===== config.mk =====
export PLATFORM = sky130hd
export DESIGN_NAME = mixcol_engine
export DESIGN_NICKNAME = d
export VERILOG_FILES = /design/src/rtl/mixcol_engine.sv
export SDC_FILE = /design/constraint.sdc
export NUM_CORES = 1
export LEC_CHECK = 0
export ABC_AREA = 1
export CAP_MARGIN = 25
export CELL_PAD_IN_SITES_DETAIL_PLACEMENT = 1
export CELL_PAD_IN_SITES_GLOBAL_PLACEMENT = 1
export CORE_MARGIN = 2
export CORE_UTILIZATION = 30
export CTS_CLUSTER_DIAMETER = 50
export DETAILED_ROUTE_END_ITERATION = 12
export PLACE_DENSITY = 0.95
export SLEW_MARGIN = 20
export SYNTH_ARGS = -nofsm -noshare
export SYNTH_HDL_FRONTEND = slang
export SYNTH_SLANG_ARGS = --single-unit
export TNS_END_PERCENT = 5

===== constraint.sdc =====
create_clock -name clk -period 2.85 [get_ports clk]
set_input_delay 0.57 -clock clk [delete_from_list [all_inputs] [get_ports clk]]
set_output_delay 0.57 -clock clk [all_outputs]
set_load 0.01 [all_outputs]

===== src/rtl/mixcol_engine.sv =====
// AES MixColumns / InvMixColumns engine with a valid/ready handshake on both sides.
// LANES columns are transformed per CALC cycle; bypass blocks skip straight to DONE.
module mixcol_engine #(
  parameter int LANES = 1
) (
  input  logic         clk,
  input  logic         rst,
  input  logic         in_valid,
  output logic         in_ready,
  input  logic [127:0] in_data,
  input  logic         inv,
  input  logic         enable,
  output logic         out_valid,
  input  logic         out_ready,
  output logic [127:0] out_data,
  output logic         busy
);

  generate
    if (!(LANES == 1 || LANES == 2 || LANES == 4)) begin : g_badLanes
      $error("mixcol_engine: LANES must be 1, 2 or 4");
    end
  endgenerate

  typedef enum logic [1:0] {IDLE, CALC, DONE} state_t;

  state_t             r_state;
  state_t             w_nextState;
  logic [2:0]         r_count;
  logic               r_inv;
  logic [3:0][31:0]   r_block;
  logic [3:0][31:0]   w_calcBlock;
  logic               w_accept;
  logic               w_lastGroup;

  function automatic logic [7:0] xtime(input logic [7:0] a);
    return {a[6:0], 1'b0} ^ (a[7] ? 8'h1B : 8'h00);
  endfunction

  // Coefficients never exceed 0x0E, so four doubling steps cover every product.
  function automatic logic [7:0] gmul(input logic [7:0] a, input logic [3:0] k);
    logic [7:0] acc;
    logic [7:0] p;
    acc = 8'h00;
    p   = a;
    for (int i = 0; i < 4; i++) begin
      if (k[2'(i)]) acc ^= p;
      p = xtime(p);
    end
    return acc;
  endfunction

  function automatic logic [31:0] mixColumn(input logic [31:0] col, input logic inverse);
    logic [3:0][7:0] b;
    logic [3:0][7:0] res;
    logic [0:3][3:0] coef;
    b    = col;
    coef = inverse ? {4'hE, 4'hB, 4'hD, 4'h9} : {4'h2, 4'h3, 4'h1, 4'h1};
    res  = '0;
    for (int r = 0; r < 4; r++) begin
      for (int c = 0; c < 4; c++) begin
        res[2'(3 - r)] ^= gmul(b[2'(3 - c)], coef[2'(c - r)]);
      end
    end
    return res;
  endfunction

  assign w_accept    = (r_state == IDLE) && in_valid;
  assign w_lastGroup = (r_count == 3'(4 - LANES));

  // Columns are independent, so the group is rewritten in place inside r_block.
  always_comb begin
    logic [1:0] w_colIdx;
    w_calcBlock = r_block;
    w_colIdx    = 2'd0;
    for (int l = 0; l < LANES; l++) begin
      w_colIdx = r_count[1:0] + 2'(l);
      w_calcBlock[2'd3 - w_colIdx] = mixColumn(r_block[2'd3 - w_colIdx], r_inv);
    end
  end

  always_comb begin
    w_nextState = r_state;
    case (r_state)
      IDLE:    if (in_valid) w_nextState = enable ? CALC : DONE;
      CALC:    if (w_lastGroup) w_nextState = DONE;
      DONE:    if (out_ready) w_nextState = IDLE;
      default: w_nextState = IDLE;
    endcase
  end

  always_ff @(posedge clk) begin
    if (rst) begin
      r_state <= IDLE;
    end else begin
      r_state <= w_nextState;
    end
  end

  always_ff @(posedge clk) begin
    if (rst) begin
      r_count <= 3'd0;
      r_inv   <= 1'b0;
      r_block <= '0;
    end else if (w_accept) begin
      r_count <= 3'd0;
      r_inv   <= inv;
      r_block <= in_data;
    end else if (r_state == CALC) begin
      r_count <= r_count + 3'(LANES);
      r_block <= w_calcBlock;
    end
  end

  assign in_ready  = (r_state == IDLE);
  assign out_valid = (r_state == DONE);
  assign busy      = (r_state != IDLE);
  assign out_data  = r_block;

endmodule


# == Yosys cells after proc, flatten, opt, wreduce, memory -nomap -nowiden ==
# Cells that the tools add are included.
# totals
regBits,133
input_bits,134
output_inout_bits,131
wordCells,33
# classes
addsub,2
magnitude_cmp,2
n_eq_ne,6
muxes,10
reduce_logical,7
# op_table
op,count
128-bit two-way mux,2
128-bit bitwise mux,1
32-bit demux with 2-bit select,1
32-bit two-way mux,1
2-bit two-way mux,4
2-bit one-hot mux with 3 select lines,1
2-bit != test (second input constant),2
2-bit nonzero test,2
3-bit by 1-bit adder with 3-bit output (second input constant),1
3-bit by 2-bit == test with 1-bit output (second input constant),1
2-bit by 3-bit < comparator with 1-bit output (second input constant),1
3-bit AND reduction,1
2-bit by 1-bit == test with 1-bit output (second input constant),1
2-bit == test (second input constant),1
2-bit by 1-bit >= comparator with 1-bit output (second input constant),1
1-bit logical AND,2
2-bit logical NOT,1
2-bit by 1-bit != test with 1-bit output (second input constant),1
2-bit OR reduction,1
2-bit subtractor (first input constant),1

# == Depth between registers and ports, before layout ==
# logic_depth
ltp_word,8
ltp_mapped,7
depth_no_buf,6

# == Worst setup path before layout ==
# Ideal clock, no wire load.
# synth_path
path_kind,register -> output
from,register r_state[0]
to,output busy
arrival_ns,0.861
required_ns,2.280
slack_ns,1.419
stages_incl_launch_ff,5
n_path_buf,2
path_cell_list,dfxtp_1 buf_6 nor2_8 buf_2 inv_1
# synth_between
elab_chain_len,1
# synth_rtl
item,line,rtl
from (decl),27,state_t r_state;
from (signal assigned),96,r_state <= w_nextState;
2-bit nonzero test,117,assign busy = (r_state != IDLE);
to (decl),16,output logic busy
# No other way between the ends.

# == Worst setup path after layout ==
# Ends and elaborated chain as after synthesis.

==> results.md <==
* Top cell type's share of synthesized area at 50.8%
* Clock latency at the later pin of the worst-skew pair at 410 ps
* Largest net degree at the start of global routing at 132
* Layout area overhead at 62.6%
* Final cell count without fillers at 1089
* Vias in the first global route at around 5700
* Antenna cell count at 0
* Startpoint-to-endpoint class of the critical path: register to primary output
* Post-route setup TNS at 0 ps
* Count of final hold-check violations at 0
* Delay contributed by the slowest stage of the critical path at 680 ps
* Number of buffer cells added on primary ports at between 200 and 300
* Number of instances in the synthesized netlist at 627
* First-pass GRT wire length at 29500 µm
* Hold Slack at between 400 and 500 ps
* Die footprint at 18600 µm²
* Worst clock skew at 15.7 ps
* DRC marker count from the first detailed-route iteration at 199
* Number of clock buffers inserted by TritonCTS at 17
* Number of clock sinks at 133
* Final max-slew violation count at 0
* Number of placed cells counting well taps at approximately 1100
* Starting Density at between 30% and 40%
* Vertical die dimension at 136 µm
* Vias per cell at 5.13
* Remaining design rule violation count at 0
* Antenna Violating Nets Remaining at 0
* Run status: complete, no violations
* Summed instance area of the synthesized netlist at 5250 µm²
* Clock root buffer master: sky130_fd_sc_hd__clkbuf_16
* Clock tree from TritonCTS: built
* Syn_nets at between 700 and 800
* Cell variety after synth at 18
* Number of synthesis warnings at 0
* Total core area at roughly 17000 µm²
* Cell chain of the critical path: nor2_8 -> inv_1 -> clkdlybuf4s50_1
* Reported max-cap violation count at 0
* Nature of the critical path endpoint: primary output
* Combined global-route utilization of all metal layers at 20.1%
* Routed vias at approximately 5600
* Antenna violations before repair at 0
* Post-cts sizing count at 0
* Ranking of synthesized cells by area: sky130_fd_sc_hd__dfxtp_1, sky130_fd_sc_hd__nand3_1, sky130_fd_sc_hd__a21oi_1, sky130_fd_sc_hd__buf_4, sky130_fd_sc_hd__buf_2
* Number of cell instances on the worst register-to-register path at 6
* NumNets Final at 990
* Per-cell routed wire length at 17.6 µm
* Share of cells above drive strength 1 at between 6 and 7%
* Post-CTS Hold Buffers at 0
* Number of buffers between clock root and the deepest sink at 2
* Relative slew margins at 56.0%
* Standard-cell rows at 48
* Level count of the clock H-tree at 4
* Tightest Hold Check Type: register to register
* Horizontal die dimension at 136 µm
* Clock transition at the registers of the reported paths at 60 ps
* Final weighted congestion in routability-driven placement at 0.737
* Share of the clock period used by the worst path at 82.3%
* Mean Syn Cell Area at 8.37 µm²
* Standard cell with the maximum stage delay on the critical path: sky130_fd_sc_hd__dfxtp_1
* Sequential fraction of the synthesis area at 50.8%
* Aggregate global routing overflow at 0
* Unrepaired setup endpoints after global routing: no
* Count of endpoints failing setup in the final report at 0
* Synth Register Bits at 133
* Static leakage at slightly above 3 nW
* Shortest clock period the worst path allows after layout at 2350 ps
* Sum of routed wire length over all layers at 19200 µm
* Maximum fanout along the worst path at 10
* Number of I/O pins at 265
* Transition time of the tightest slew-check pin at 660 ps
* Detail Placement HPWL at ~13000 µm
* Endpoint arrival time on the critical path at 1780 ps
* Number of iterations in the first detailed-routing pass at 4
* Peak Freq at 426 MHz
* Kind of start point of the critical path: register
* Critical Path RT at 2280 ps
* Worst-case vdd ir drop at around 0.00041 V
* Number of setup buffers added after CTS at 0
* Power density over cell area at between 600 and 700 nW/µm²
* Hold-critical path depth at 2
* Leading area contributor after synthesis: sky130_fd_sc_hd__dfxtp_1
==> synth_stat cells <==
master	n
sky130_fd_sc_hd__inv_2	1
sky130_fd_sc_hd__inv_1	9
sky130_fd_sc_hd__buf_4	22
sky130_fd_sc_hd__nand3b_1	1
sky130_fd_sc_hd__buf_6	3
sky130_fd_sc_hd__xor2_1	1
sky130_fd_sc_hd__ha_1	5
sky130_fd_sc_hd__a21oi_1	131
sky130_fd_sc_hd__nor2_8	1
sky130_fd_sc_hd__clkbuf_1	17
sky130_fd_sc_hd__nand3_1	260
sky130_fd_sc_hd__dfxtp_1	133
sky130_fd_sc_hd__nand3_2	4
sky130_fd_sc_hd__nand2_1	6
sky130_fd_sc_hd__o21ai_0	2
sky130_fd_sc_hd__nor2_1	2
sky130_fd_sc_hd__buf_2	28
sky130_fd_sc_hd__nand2_2	1
==> power breakdown <==
group	internal (mW)	switching, mW	total [mW]	leakage [nW]
combinational	0.540	0.499	1.04	1.67
clock	1.42	0.832	2.26	0.300
sequential	2.00	0.0789	2.08	1.09
==> cells by family after synthesis <==
logic type / after synthesis / share of synthesized area, %
adder cells (fa/ha/maj): 5 / 1.19
buffers and inverters: 80 / 8.40
AO/OA/AOI/OAI: 133 / 12.7
XOR/XNOR: 1 / 0.167
flip-flops: 133 / 50.8
AND/OR/NAND/NOR: 275 / 26.8
==> placed cells by master, fill, tap and decap left out <==
cell type and n:
sky130_fd_sc_hd__nand3_2 4, sky130_fd_sc_hd__nand3_1 260, sky130_fd_sc_hd__inv_2 1, sky130_fd_sc_hd__nor2_1 2
sky130_fd_sc_hd__dfxtp_1 133, sky130_fd_sc_hd__inv_1 9, sky130_fd_sc_hd__clkdlybuf4s50_1 261, sky130_fd_sc_hd__bufinv_16 3
sky130_fd_sc_hd__o21ai_0 2, sky130_fd_sc_hd__inv_6 1, sky130_fd_sc_hd__buf_12 6, sky130_fd_sc_hd__clkbuf_1 1
sky130_fd_sc_hd__ha_1 5, sky130_fd_sc_hd__nand3b_1 1, sky130_fd_sc_hd__clkbuf_16 17, sky130_fd_sc_hd__buf_4 8
sky130_fd_sc_hd__nand2_1 6, sky130_fd_sc_hd__a21oi_1 131, sky130_fd_sc_hd__clkinv_4 3, sky130_fd_sc_hd__xor2_1 1
sky130_fd_sc_hd__nor2_8 1, sky130_fd_sc_hd__clkinvlp_4 1, sky130_fd_sc_hd__clkbuf_8 2, sky130_fd_sc_hd__clkinv_2 4
sky130_fd_sc_hd__nand2_4 1
==> cell type report <==
cell class | count | area (µm²)
clock buffer | 20 | 457
clock inverter | 12 | 153
fill | 2007 | 8650
inverter | 10 | 37.5
multi-input combinational | 414 | 2150
sequential | 133 | 2660
tap | 225 | 282
timing repair buffer | 275 | 2790
==> critical path: cells and delay by family (launching register included) <==
kind / cells / cell delay (ps)
and+or+nand+nor: 1 / 90
buffers and inverters: 2 / 600
DFF: 1 / 680
==> state kept, by name, summed over array words and instances (netlist names) <==
signal	count
r_count	3
out_data	128
r_state	2
==> through the flow <==
step                      power (mW)  cell area (µm²)  setup WS (ps)  utilization, %
after global placement          3.13             7920            959            46.1
after detailed placement        3.16             7920            883            46.1
after CTS                       5.45             8530            472            49.7
after global routing            5.62             8530            389            49.7
final                           5.37             8530            504            49.7
after floorplan                 2.60             5250           1420               -
==> metal layers <==
layer  track usage (%)  up-vias  share of wire (%)
li1                  -     2670                  -
met1              22.2     2706                 40
met2              35.9      185                 51
met3              6.60       30                7.3
met4              7.06        0                2.3
met5                 0        -                  0
==> path summary, 6_finish.rpt <==
| check | startpoint | end | slack, ps |
|---|---|---|---|
| worst min-delay path | out_data[88] | out_data[88] | 480 |
| worst min register to register | out_data[88] | out_data[88] | 480 |
| worst max-delay path | r_state[0] | busy | 500 |
| worst max register to register | r_state[0] | out_data[8] | 900 |
Note: power is estimated with default switching activity, not from simulation.
